==> config.mk <==
export PLATFORM = sky130hd
export DESIGN_NAME = branch_tag_allocator_flat
export DESIGN_NICKNAME = d
export VERILOG_FILES = /design/src/rtl/branch_tag_allocator_if.sv /design/src/rtl/branch_tag_allocator.sv /design/src/flat_wrapper.sv
export SDC_FILE = /design/constraint.sdc
export NUM_CORES = 1
export LEC_CHECK = 0
export CORE_ASPECT_RATIO = 1.75
export CORE_MARGIN = 4
export CORE_UTILIZATION = 53
export DETAILED_ROUTE_END_ITERATION = 12
export HOLD_SLACK_MARGIN = 0.1
export PLACE_DENSITY = 0.8
export SETUP_SLACK_MARGIN = 0.4
export SYNTH_ARGS = -nofsm -noshare
export SYNTH_HDL_FRONTEND = slang
export SYNTH_SLANG_ARGS = --single-unit
==> constraint.sdc <==
create_clock -name clk -period 4.6 [get_ports clk]
set_input_delay 1.15 -clock clk [delete_from_list [all_inputs] [get_ports clk]]
set_output_delay 1.15 -clock clk [all_outputs]
set_load 0.03 [all_outputs]
==> src/rtl/branch_tag_allocator_if.sv <==
// Decode-side handshake and status bundle for the branch tag allocator.
// The master drives requests, releases and flushes; the slave returns grants, tags and occupancy.
interface branch_tag_allocator_if #(
   parameter int MAX_BRANCH_IF = 4,
   parameter int TAG_BITS      = $clog2(MAX_BRANCH_IF)
);
   logic                     alloc_req_1;
   logic                     alloc_req_2;
   logic                     alloc_fire;
   logic                     alloc_gnt_1;
   logic                     alloc_gnt_2;
   logic [TAG_BITS-1:0]      alloc_tag_1;
   logic [TAG_BITS-1:0]      alloc_tag_2;
   logic                     stall_o;
   logic                     release_valid;
   logic [TAG_BITS-1:0]      release_tag;
   logic                     flush_valid;
   logic [TAG_BITS-1:0]      flush_tag;
   logic [MAX_BRANCH_IF-1:0] busy_mask_o;
   logic [MAX_BRANCH_IF-1:0] dep_mask_o;
   logic [TAG_BITS:0]        busy_count_o;

   modport master (
      output alloc_req_1, alloc_req_2, alloc_fire,
      output release_valid, release_tag, flush_valid, flush_tag,
      input  alloc_gnt_1, alloc_gnt_2, alloc_tag_1, alloc_tag_2, stall_o,
      input  busy_mask_o, dep_mask_o, busy_count_o
   );

   modport slave (
      input  alloc_req_1, alloc_req_2, alloc_fire,
      input  release_valid, release_tag, flush_valid, flush_tag,
      output alloc_gnt_1, alloc_gnt_2, alloc_tag_1, alloc_tag_2, stall_o,
      output busy_mask_o, dep_mask_o, busy_count_o
   );
endinterface

==> src/rtl/branch_tag_allocator.sv <==
// Branch tag (checkpoint id) allocator: two decode slots per cycle, per-tag
// dependency rows so a mispredict squashes the branch and everything younger.
module branch_tag_allocator #(
   parameter int MAX_BRANCH_IF = 4,
   parameter int TAG_BITS      = $clog2(MAX_BRANCH_IF)
) (
   input logic                   clk,
   input logic                   rst_n,
   branch_tag_allocator_if.slave bus
);
   localparam int N  = MAX_BRANCH_IF;
   localparam int CW = TAG_BITS + 1;

   logic [N-1:0]          busy;
   logic [N-1:0][N-1:0]   dep;
   logic [N-1:0]          busy_n;
   logic [N-1:0][N-1:0]   dep_n;

   logic [CW-1:0]         busy_cnt;
   logic [CW-1:0]         free_cnt;
   logic [CW-1:0]         need;
   logic [TAG_BITS-1:0]   free_lo;
   logic [TAG_BITS-1:0]   free_nx;
   logic                  found_lo;
   logic                  found_nx;
   logic                  stall;
   logic                  grant_ok;
   logic                  gnt_1;
   logic                  gnt_2;
   logic [TAG_BITS-1:0]   tag_1;
   logic [TAG_BITS-1:0]   tag_2;

   logic                  flush_hit;
   logic                  rel_hit;
   logic [N-1:0]          kill;
   logic [N-1:0]          rel_clr;
   logic [N-1:0]          rel_apply;
   logic [N-1:0]          busy_post_rel;

   always_comb begin
      free_lo  = '0;
      free_nx  = '0;
      found_lo = 1'b0;
      found_nx = 1'b0;
      busy_cnt = '0;
      for (int i = 0; i < N; i++) begin
         busy_cnt = busy_cnt + CW'(busy[i]);
         if (!busy[i]) begin
            if (!found_lo) begin
               free_lo  = TAG_BITS'(i);
               found_lo = 1'b1;
            end else if (!found_nx) begin
               free_nx  = TAG_BITS'(i);
               found_nx = 1'b1;
            end
         end
      end
   end

   // Free count comes from the registered bitmap only, so a tag released
   // this cycle cannot be handed out until the next one.
   assign need     = CW'(bus.alloc_req_1) + CW'(bus.alloc_req_2);
   assign free_cnt = CW'(N) - busy_cnt;
   assign stall    = (need > free_cnt) & ~bus.flush_valid;
   assign grant_ok = ~stall & ~bus.flush_valid;
   assign gnt_1    = bus.alloc_req_1 & grant_ok;
   assign gnt_2    = bus.alloc_req_2 & grant_ok;
   assign tag_1    = free_lo;
   assign tag_2    = bus.alloc_req_1 ? free_nx : free_lo;

   assign flush_hit = bus.flush_valid & busy[bus.flush_tag];
   assign rel_hit   = bus.release_valid & busy[bus.release_tag];

   always_comb begin
      kill = '0;
      if (flush_hit) begin
         for (int i = 0; i < N; i++) begin
            kill[i] = busy[i] & dep[i][bus.flush_tag];
         end
         kill[bus.flush_tag] = 1'b1;
      end
   end

   assign rel_clr       = rel_hit ? (N'(1) << bus.release_tag) : '0;
   assign rel_apply     = rel_clr & ~kill;
   assign busy_post_rel = busy & ~rel_clr;

   // Grants imply no flush, so kill is empty whenever a new row is written.
   always_comb begin
      busy_n = busy & ~kill & ~rel_apply;
      for (int i = 0; i < N; i++) begin
         dep_n[i] = kill[i] ? '0 : (dep[i] & ~kill & ~rel_apply);
      end
      if (bus.alloc_fire && gnt_1) begin
         busy_n[tag_1] = 1'b1;
         dep_n[tag_1]  = busy_post_rel;
      end
      if (bus.alloc_fire && gnt_2) begin
         busy_n[tag_2] = 1'b1;
         dep_n[tag_2]  = busy_post_rel | (gnt_1 ? (N'(1) << tag_1) : '0);
      end
   end

   always_ff @(posedge clk or negedge rst_n) begin
      if (!rst_n) begin
         busy <= '0;
         dep  <= '0;
      end else begin
         busy <= busy_n;
         dep  <= dep_n;
      end
   end

   assign bus.alloc_gnt_1  = gnt_1;
   assign bus.alloc_gnt_2  = gnt_2;
   assign bus.alloc_tag_1  = tag_1;
   assign bus.alloc_tag_2  = tag_2;
   assign bus.stall_o      = stall;
   assign bus.busy_mask_o  = busy;
   assign bus.dep_mask_o   = busy_post_rel;
   assign bus.busy_count_o = busy_cnt;
endmodule

==> src/flat_wrapper.sv <==
// flat-port wrapper written by rule: the top's interface ports become plain ports
module branch_tag_allocator_flat 
#(
   parameter int MAX_BRANCH_IF = 4,
   parameter int TAG_BITS      = $clog2(MAX_BRANCH_IF)
)
  (clk, rst_n, bus_alloc_req_1, bus_alloc_req_2, bus_alloc_fire, bus_release_valid, bus_release_tag, bus_flush_valid, bus_flush_tag, bus_alloc_gnt_1, bus_alloc_gnt_2, bus_alloc_tag_1, bus_alloc_tag_2, bus_stall_o, bus_busy_mask_o, bus_dep_mask_o, bus_busy_count_o);
  branch_tag_allocator_if #(.MAX_BRANCH_IF(MAX_BRANCH_IF), .TAG_BITS(TAG_BITS)) bus_i ();
  input logic clk;
  input logic rst_n;
  input wire logic [$bits(bus_i.alloc_req_1)-1:0] bus_alloc_req_1;
  input wire logic [$bits(bus_i.alloc_req_2)-1:0] bus_alloc_req_2;
  input wire logic [$bits(bus_i.alloc_fire)-1:0] bus_alloc_fire;
  input wire logic [$bits(bus_i.release_valid)-1:0] bus_release_valid;
  input wire logic [$bits(bus_i.release_tag)-1:0] bus_release_tag;
  input wire logic [$bits(bus_i.flush_valid)-1:0] bus_flush_valid;
  input wire logic [$bits(bus_i.flush_tag)-1:0] bus_flush_tag;
  output wire logic [$bits(bus_i.alloc_gnt_1)-1:0] bus_alloc_gnt_1;
  output wire logic [$bits(bus_i.alloc_gnt_2)-1:0] bus_alloc_gnt_2;
  output wire logic [$bits(bus_i.alloc_tag_1)-1:0] bus_alloc_tag_1;
  output wire logic [$bits(bus_i.alloc_tag_2)-1:0] bus_alloc_tag_2;
  output wire logic [$bits(bus_i.stall_o)-1:0] bus_stall_o;
  output wire logic [$bits(bus_i.busy_mask_o)-1:0] bus_busy_mask_o;
  output wire logic [$bits(bus_i.dep_mask_o)-1:0] bus_dep_mask_o;
  output wire logic [$bits(bus_i.busy_count_o)-1:0] bus_busy_count_o;
  assign bus_i.alloc_req_1 = bus_alloc_req_1;
  assign bus_i.alloc_req_2 = bus_alloc_req_2;
  assign bus_i.alloc_fire = bus_alloc_fire;
  assign bus_i.release_valid = bus_release_valid;
  assign bus_i.release_tag = bus_release_tag;
  assign bus_i.flush_valid = bus_flush_valid;
  assign bus_i.flush_tag = bus_flush_tag;
  assign bus_alloc_gnt_1 = bus_i.alloc_gnt_1;
  assign bus_alloc_gnt_2 = bus_i.alloc_gnt_2;
  assign bus_alloc_tag_1 = bus_i.alloc_tag_1;
  assign bus_alloc_tag_2 = bus_i.alloc_tag_2;
  assign bus_stall_o = bus_i.stall_o;
  assign bus_busy_mask_o = bus_i.busy_mask_o;
  assign bus_dep_mask_o = bus_i.dep_mask_o;
  assign bus_busy_count_o = bus_i.busy_count_o;
  branch_tag_allocator #(.MAX_BRANCH_IF(MAX_BRANCH_IF), .TAG_BITS(TAG_BITS)) u_core (.clk(clk), .rst_n(rst_n), .bus(bus_i));
endmodule
==> results of run 1 <==
## area by class of cell
| cell class | instances | area [µm²] |
|---|---|---|
| multi-input combinational | 148 | 1180 |
| sequential | 16 | 404 |
| timing repair buffer | 38 | 358 |
| fill | 221 | 858 |
| clock buffer | 4 | 45.0 |
| tap | 42 | 52.6 |
| inverter | 16 | 62.6 |
## worst paths after layout
kind / start / slack (ps) / to / depth (start not counted)
setup / recovery: u_core.bus.busy_mask_o[1] / 500 / bus_alloc_gnt_2 / 15
min in group asynchronous: rst_n / 1340 / u_core.bus.busy_mask_o[0] / 1
hold / removal: u_core.dep[1] / 620 / u_core.dep[1] / 2
setup reg to reg: u_core.bus.busy_mask_o[1] / 1150 / u_core.dep[11] / 16
max in group asynchronous: rst_n / 2730 / u_core.bus.busy_mask_o[3] / 1
hold reg to reg: u_core.dep[1] / 620 / u_core.dep[1] / 2
## power groups by stage
stage | logic, µW | clock network (µW) | registers [µW]
after floorplan | 839 | 0 | 260
after global placement | 1230 | 0 | 226
after detailed placement | 1270 | 0 | 230
after CTS | 1410 | 112 | 230
after global routing | 1630 | 120 | 235
final | 1540 | 114 | 231
## tightest hold or removal path, cell delays in order, from the launching register on
cell and delay [ps]:
dfrtp_1 360, a31oi_1 90, o22ai_1 120
## metal layers
metal / share of wire, % / vias up / GRT usage, % / wire length [µm]
met5: 0 / - / 0 / 0
met4: 6.9 / 0 / 19.7 / 371
met3: 5.5 / 32 / 4.72 / 292
met2: 53 / 101 / 51.3 / 2840
met1: 34 / 824 / 29.4 / 1840
li1: - / 769 / - / -
## layout by cell type (no fill, tap or decap), types with 4 or more instances in the layout
cell type / instances
ha_4: 4
nand3_1: 4
a21oi_1: 12
o21ai_0: 8
a41oi_1: 5
nor2_1: 4
nand2b_1: 6
dfrtp_1: 13
inv_1: 10
nor3_1: 7
nand3b_1: 6
nand2_1: 17
a32oi_1: 5
inv_2: 5
o211ai_1: 5
buf_4: 10
mux2i_1: 13
nand4b_1: 4
clkdlybuf4s50_1: 24
ha_1: 4
## sequential cells by signal (all words and copies together) (netlist names)
name / cells
u_core.bus.busy_mask_o: 4
u_core.dep: 12
## metrics by stage
stage | util (%) | worst slack (ps) | total power (µW) | std cells
after floorplan | - | 423 | 1100 | 193
after global placement | 66.5 | 264 | 1450 | 257
after detailed placement | 66.5 | 183 | 1500 | 257
after CTS | 69.9 | 405 | 1750 | 263
after global routing | 71.0 | 402 | 1990 | 264
final | 71.0 | 503 | 1880 | 264
## repair_timing
item,CTS,global route
gates resized for setup,16,4
buffers inserted,2,1
hold buffers,0,0
pin swaps,3,5
setup endpoints to repair,4,3
## cell families (layout without fill, tap and decap cells)
family                   after synthesis  in the layout
AND/OR/NAND/NOR                       69             69
AO/OA/AOI/OAI                         55             55
buffers and inverters                 29             58
flip-flops                            16             16
multiplexers                          13             13
adder cells (fa/ha/maj)                9              9
XOR/XNOR                               2              2
==> flow_metrics.env, run 1 <==
export IMPL_status="completed"
export IMPL_grt_use_total_pct=28.4
export IMPL_die_w_um=50.0
export IMPL_clk_pin_slew_worst_paths_ps=70
export IMPL_clock_skew_ps=2.58
export IMPL_antenna_found_initial=0
export IMPL_synth_top_area_cell="dfrtp_1"
export IMPL_comb_power_share_pct=81.7
export IMPL_hold_worst_slack_ps=620
export IMPL_relSlewSlack_pct=43.2
export IMPL_cp_required_ps=3450
export IMPL_wl_per_cell_um=20.3
export IMPL_async_flop_share_pct=100
export IMPL_route_final_wire_length_um=5350
export IMPL_setup_viol=0
export IMPL_drive_gt1_share_pct=19.8
export IMPL_synth_area_mm2=0.00164
export IMPL_dr_pass1_iters=4
export IMPL_clk_latency_ps=260
export IMPL_grt_pass1_wl_um=8830
export IMPL_crit_buf_inv=6
export IMPL_power_density_mw_per_mm2=896
export IMPL_ys_types=48
export IMPL_num_vias=1726
export IMPL_row_count=26
export IMPL_synth_xor_area_share_pct=1.07
export IMPL_worstPathCellList="inv_4 > ha_4 > inv_2 > fa_2 > inv_2 > ha_4 > inv_2 > ha_4 > inv_2 > ha_4 > nor2b_4 > o211a_4 > nor2_4 > and2_4 > buf_6"
export IMPL_clock_sinks=16
export IMPL_cts_root_buffer="clkbuf_8"
export IMPL_die_h_um=81.5
export IMPL_synth_top_cells_by_count="nand2_1 (17), dfrtp_1 (16), inv_1 (16)"
export IMPL_ant_nets=0
export IMPL_synth_mux_area_share_pct=7.95
export IMPL_min_path_type="register to register"
export IMPL_critPathKind="register to output port"
export IMPL_grt_max_degree=18
export IMPL_synth_cells=193
export IMPL_yosysMostFrequentCell="nand2_1"
export IMPL_clock_fmax_ghz=0.244
export IMPL_place_gp_congestion=0.965
export IMPL_fin_crit_sh_pct=89.1
export IMPL_htree_levels=1
export IMPL_synth_simple_area_share_pct=26.0
export IMPL_synth_fa_ha_area_share_pct=7.34
export IMPL_critical_path_top_delay_family="adder cells"
export IMPL_p_int_uw=896
export IMPL_dp_hpwl_um=4020
export IMPL_rsz0062_at_grt="no"
export IMPL_hold_viol=0
export IMPL_pwr_share_seq_pct=12.3
export IMPL_drc=0
export IMPL_ios=29
export IMPL_vdd_drop_max_uv=758
export IMPL_avgSynthCellArea_um2=8.48
export IMPL_worstPathMaxFanout=5
export IMPL_first_global_vias=1831
export IMPL_synth_enable_flop_cells=0
export IMPL_diodes=0
export IMPL_die_area_mm2=0.00408
export IMPL_fin_tns_setup_ps=0
export IMPL_final_nets=243
export IMPL_fin_crit_ps=4100
export IMPL_ys_ff_latch=16
export IMPL_cts_buffers=3
export IMPL_synth_top_area_share_pct=24.5
export IMPL_slowest_stage="dfrtp_2"
export IMPL_end_kind="output port"
export IMPL_max_stage_delay_ps=390
export IMPL_synth_ff_type="dfrtp_1"
export IMPL_p_leak_uw=0.000887
export IMPL_yosys_top_cells_area="dfrtp_1 (24%), mux2i_1 (8.0%), ha_1 (6.1%)"
export IMPL_synth_top_family_by_area="simple AND/OR/NAND/NOR gates"
export IMPL_cts_tree="built"
export IMPL_grt_ovfl_total=0
export IMPL_placed_cell_area_mm2=0.00197
export IMPL_clk_path_buf_depth=2
export IMPL_startpoint_type="register"
export IMPL_syn_num_nets=213
export IMPL_synth_compound_area_share_pct=24.7
export IMPL_area_delta_synth_final_pct=28.4
export IMPL_swShare_pct=52.4
export IMPL_slew_viol_final=0
export IMPL_drtIter0Drc=71
export IMPL_ys_seq_area_share_pct=24.5
export IMPL_drt_vias_per_instance=6.54
export IMPL_coreArea_mm2=0.00296
export IMPL_max_cap_violations=0
export IMPL_power_switching_uw=987
export IMPL_final_area_mm2=0.00210
export IMPL_clock_power_share_pct=6.0
export IMPL_yosysWarnings=0
export IMPL_start_util_pct=55.3
export IMPL_arrival_ps=2950
export IMPL_worstMarginPinSlew_ps=852
export IMPL_port_buffers=28
(Power assumes the default switching activity.)
==> run 2, diff against run 1 <==
==> constraint.sdc (replaced) <==
create_clock -name clk -period 4.6 [get_ports clk]
set_input_delay 0.92 -clock clk [delete_from_list [all_inputs] [get_ports clk]]
set_output_delay 0.92 -clock clk [all_outputs]
set_load 0.03 [all_outputs]
==> run 2 against run 1 <==
Worst hold slack got worse by 13 ps; clock power rose by 17%; utilization down 2.4 points; power is 12% lower; largest power group unchanged; critical path depth unchanged; critical path type unchanged.
==> flow_metrics.env, run 2 (synthesized netlist as in run 1, its figures left out) <==
export IMPL_fin_tns_setup_ps=0
export IMPL_end_kind="output port"
export IMPL_cts_hold_buffers=0
export IMPL_fin_crit_ps=4030
export IMPL_p_leak_uw=0.000883
export IMPL_port_buffers=28
export IMPL_final_fill_count=238
export IMPL_wl_per_cell_um=20.3
export IMPL_hold_viol=0
export IMPL_diodes=0
export IMPL_clock_skew_ps=7.54
export IMPL_min_path_type="register to register"
export IMPL_clk_pin_slew_worst_paths_ps=70
export IMPL_die_area_mm2=0.00408
export IMPL_clock_fmax_ghz=0.248
export IMPL_antenna_found_initial=0
export IMPL_drt_vias_per_instance=6.52
export IMPL_comb_power_share_pct=78.2
export IMPL_power_density_mw_per_mm2=814
export IMPL_die_h_um=81.5
export IMPL_ant_nets=0
export IMPL_clk_latency_ps=270
export IMPL_num_vias=1709
export IMPL_regMostFlops="u_core.dep"
export IMPL_slew_viol_final=0
export IMPL_route_final_wire_length_um=5320
export IMPL_power_switching_uw=882
export IMPL_startpoint_type="register"
export IMPL_area_delta_synth_final_pct=24.2
export IMPL_die_w_um=50.0
export IMPL_largest_reg_flops=12
export IMPL_grt_use_total_pct=27.3
export IMPL_swShare_pct=53.3
export IMPL_drtIter0Drc=137
export IMPL_clock_sinks=16
export IMPL_vdd_drop_max_uv=489
export IMPL_htree_levels=1
export IMPL_p_int_uw=772
export IMPL_arrival_ps=3110
export IMPL_rsz0062_at_grt="no"
export IMPL_worstMarginPinSlew_ps=986
export IMPL_first_global_vias=1673
export IMPL_fin_crit_sh_pct=87.6
export IMPL_grt_pass1_wl_um=8340
export IMPL_row_count=26
export IMPL_cts_tree="built"
export IMPL_dr_pass1_iters=5
export IMPL_clk_path_buf_depth=2
export IMPL_place_gp_congestion=0.933
export IMPL_start_util_pct=55.3
export IMPL_cts_buffers=3
export IMPL_critPathKind="register to output port"
export IMPL_drc=0
export IMPL_grt_ovfl_total=0
export IMPL_relSlewSlack_pct=34.3
export IMPL_cp_required_ps=3680
export IMPL_status="completed"
export IMPL_setup_viol=0
export IMPL_max_cap_violations=0
export IMPL_final_core_util_pct=68.6
export IMPL_pwr_share_seq_pct=13.8
export IMPL_cts_root_buffer="clkbuf_8"
export IMPL_grt_max_degree=18
export IMPL_ios=29
export IMPL_final_cell_mix="clkdlybuf4s50_1 (25), nand2_1 (17), inv_1 (15)"
export IMPL_worstPathMaxFanout=7
export IMPL_final_nets=241
export IMPL_coreArea_mm2=0.00296
export IMPL_dp_hpwl_um=4050
export IMPL_rrSetupSlack_ps=1030
export IMPL_mostFrequentLayoutCell="clkdlybuf4s50_1"
export IMPL_drive_gt1_share_pct=13.6
export IMPL_clock_power_share_pct=8.0
-- run 2: cell count changes in the layout (fill, tap and decap cells not counted), sizes merged --
cell	delta
buf	-2
clkdlybuf4s15	-1
clkdlybuf4s50	+1
-- run 2: layout make-up --
class	count	area, µm²	share of cell area (%)
Multi-Input combinational cell	148	1130	55.5
Inverter	16	60.1	2.96
Sequential cell	16	403	19.8
Clock buffer	4	55.1	2.71
Timing Repair Buffer	36	334	16.4
Tap cell	42	52.6	2.59
-- run 2: metal layers --
metal | track usage, % | wire [µm] | vias to the layer above
met5 | 0 | 0 | -
met4 | 17.5 | 315 | 0
met3 | 5.44 | 458 | 28
met2 | 48.7 | 2730 | 120
met1 | 28.5 | 1820 | 789
li1 | - | - | 772
-- run 2: final timing paths --
| check | to | startpoint | cells past startpoint |
|---|---|---|---|
| max | bus_alloc_gnt_2 | u_core.bus.busy_mask_o[0] | 15 |
| min | u_core.dep[1] | u_core.dep[1] | 2 |
| max reg2reg | u_core.dep[8] | u_core.bus.busy_mask_o[0] | 16 |
| min reg2reg | u_core.dep[1] | u_core.dep[1] | 2 |
| max in group asynchronous | u_core.bus.busy_mask_o[0] | rst_n | 1 |
| min in group asynchronous | u_core.dep[4] | rst_n | 1 |
-- run 2: what timing repair did --
action / 4_1_cts / 5_1_grt
buffers inserted: 3 / 0
hold endpoints to repair: 0 / 0
pin swaps: 1 / 1
resized for setup: 4 / 3
setup endpoints to repair: 3 / 2
-- run 2: through the flow --
step / hold slack (ps) / setup slack (ps) / power (µW) / instance area (µm²) / instances
floorplan: 541 / 402 / 1050 / 1640 / 193
global placement: 565 / 551 / 1390 / 1930 / 255
detailed placement: 573 / 390 / 1420 / 1930 / 255
CTS: 607 / 409 / 1600 / 2010 / 262
global route: 647 / 416 / 1750 / 2030 / 262
finish: 607 / 571 / 1650 / 2030 / 262
-- run 2: critical path, stage by stage (launching register included) --
cell and delay [ps]:
dfrtp_2 360, inv_1 80, ha_4 280, inv_1 50
fa_1 350, inv_1 60, ha_1 230, inv_1 60
ha_1 220, inv_1 50, ha_1 220, nor2b_1 160
o211a_4 270, nor2_4 120, and2_2 160, buf_4 150
-- run 2: power by group through the flow --
stage | Clock, µW | Sequential, µW | Combinational, µW
floorplan | 0 | 259 | 789
global route | 138 | 230 | 1380
finish | 133 | 228 | 1290
detailed placement | 0 | 240 | 1180
global placement | 0 | 237 | 1150
CTS | 133 | 224 | 1250
==> run 3, diff against run 2 <==
MAX_ROUTING_LAYER = met4   (was not set)
==> run 3 against run 2 <==
Utilization increased by 0.13 points; critical path type unchanged; largest power group unchanged; worst setup slack got worse by 46 ps; clock power about the same; register-to-register slack got worse by 50 ps; critical path depth unchanged; first-iteration DRC count decreased by 33%; largest cell class unchanged; clock skew decreased by 5.5 ps; power increased by 0.89%; flip-flop and latch count unchanged; sequential share of layout area about the same; sequential power about the same.
==> flow_metrics.env, run 3 (synthesized netlist as in run 1, its figures left out) <==
export IMPL_clock_fmax_ghz=0.245
export IMPL_cp_required_ps=3680
export IMPL_status="completed"
export IMPL_dr_pass1_iters=5
export IMPL_drc=0
export IMPL_relSlewSlack_pct=35.7
export IMPL_dp_hpwl_um=4070
export IMPL_drt_vias_per_instance=6.40
export IMPL_port_buffers=28
export IMPL_critPathKind="register to output port"
export IMPL_place_inst=255
export IMPL_largest_reg_flops=12
export IMPL_start_util_pct=55.3
export IMPL_worstMarginPinSlew_ps=964
export IMPL_die_w_um=50.0
export IMPL_grt_max_degree=18
export IMPL_clk_pin_slew_worst_paths_ps=70
export IMPL_route_final_wire_length_um=5220
export IMPL_slew_viol_final=0
export IMPL_cts_tree="built"
export IMPL_p_int_uw=786
export IMPL_final_cell_mix="clkdlybuf4s50_1 (25), nand2_1 (17), inv_1 (15)"
export IMPL_first_global_vias=1657
export IMPL_place_gp_congestion=0.940
export IMPL_startpoint_type="register"
export IMPL_power_switching_uw=883
export IMPL_die_area_mm2=0.00408
export IMPL_grt_use_total_pct=27.7
export IMPL_hold_viol=0
export IMPL_arrival_ps=3160
export IMPL_ant_nets=0
export IMPL_grt_ovfl_total=0
export IMPL_fin_tns_setup_ps=0
export IMPL_setup_viol=0
export IMPL_clock_sinks=16
export IMPL_clk_path_buf_depth=2
export IMPL_clock_power_share_pct=7.8
export IMPL_pwr_share_seq_pct=13.5
export IMPL_rsz0062_at_grt="no"
export IMPL_mostFrequentLayoutCell="clkdlybuf4s50_1"
export IMPL_p_leak_uw=0.000885
export IMPL_clock_skew_ps=1.99
export IMPL_worstPathMaxFanout=7
export IMPL_end_kind="output port"
export IMPL_grt_pass1_wl_um=8360
export IMPL_drive_gt1_share_pct=14.5
export IMPL_row_count=26
export IMPL_final_cell_count_no_fill=263
export IMPL_cts_buffers=3
export IMPL_antenna_found_initial=0
export IMPL_vdd_drop_max_uv=437
export IMPL_diodes=0
export IMPL_area_delta_synth_final_pct=24.4
export IMPL_coreArea_mm2=0.00296
export IMPL_comb_power_share_pct=78.7
export IMPL_htree_levels=1
export IMPL_fin_crit_ps=4080
export IMPL_drtIter0Drc=92
export IMPL_fin_crit_sh_pct=88.6
export IMPL_die_h_um=81.5
export IMPL_clk_latency_ps=250
export IMPL_num_vias=1682
export IMPL_power_density_mw_per_mm2=820
export IMPL_swShare_pct=52.9
export IMPL_power_uw=1670
export IMPL_regMostFlops="u_core.dep"
export IMPL_wl_per_cell_um=19.9
export IMPL_max_cap_violations=0
export IMPL_min_path_type="register to register"
export IMPL_final_nets=242
export IMPL_ios=29
export IMPL_cts_root_buffer="clkbuf_8"
[run 3: changes by cell type in the layout (fill, tap and decap cells not counted)]
cell,previous run,this run
clkbuf_2,0,1
dlygate4sd2_1,1,0
buf_4,10,11
[run 3: power by group through the flow]
stage	clock [µW]	combinational, µW	sequential (µW)
after floorplan	0	789	259
after global placement	0	1150	237
after detailed placement	0	1190	240
after CTS	130	1240	223
after global routing	137	1410	230
final	130	1310	225
[run 3: final cells by class]
type	count	area (µm²)
repair buffers	37	338
fillers	233	925
flip-flops and latches	16	403
multi-input cells	148	1130
clock buffers	4	55.1
well taps	42	52.6
inverters	16	60.1
[run 3: worst paths after layout]
check | startpoint | end | slack [ps] | depth (start not counted)
hold reg to reg | u_core.dep[1] | u_core.dep[1] | 610 | 2
hold / removal | u_core.dep[1] | u_core.dep[1] | 610 | 2
max in group asynchronous | rst_n | u_core.bus.busy_mask_o[0] | 2950 | 1
min in group asynchronous | rst_n | u_core.dep[12] | 1120 | 1
setup / recovery | u_core.bus.busy_mask_o[1] | bus_alloc_gnt_2 | 520 | 15
setup reg to reg | u_core.bus.busy_mask_o[1] | u_core.dep[9] | 980 | 16
[run 3: repair_timing]
action / in CTS / in global routing
pin swaps: 0 / 1
hold buffers: 0 / 0
setup endpoints to repair: 3 / 3
buffers inserted: 2 / 2
endpoints found under the hold margin: 0 / 0
gates resized for setup: 4 / 5
[run 3: critical path, stage by stage, from the launching register on]
cell,delay (ps)
dfrtp_2,380
inv_2,70
ha_4,270
inv_1,50
fa_1,360
inv_1,70
ha_1,240
inv_1,60
ha_1,220
inv_1,60
ha_1,220
nor2b_1,160
o211a_4,270
nor2_4,150
and2_2,160
buf_4,150
[run 3: layer usage]
metal | track usage (%) | wire [µm] | up-vias
li1 | - | - | 767
met1 | 29.0 | 1970 | 797
met2 | 51.4 | 2760 | 101
met3 | 3.27 | 293 | 17
met4 | 11.4 | 199 | 0
met5 | - | 0 | -
[run 3: through the flow]
| stage | setup WS, ps | instance area, µm² | utilization (%) | hold WS (ps) |
|---|---|---|---|---|
| 2_1_floorplan | 402 | 1640 | - | 541 |
| 3_3_place_gp | 557 | 1930 | 65.1 | 570 |
| 3_5_place_dp | 403 | 1930 | 65.1 | 592 |
| 4_1_cts | 401 | 2000 | 67.7 | 607 |
| 5_1_grt | 413 | 2040 | 68.8 | 635 |
| 6_report | 525 | 2040 | 68.8 | 606 |
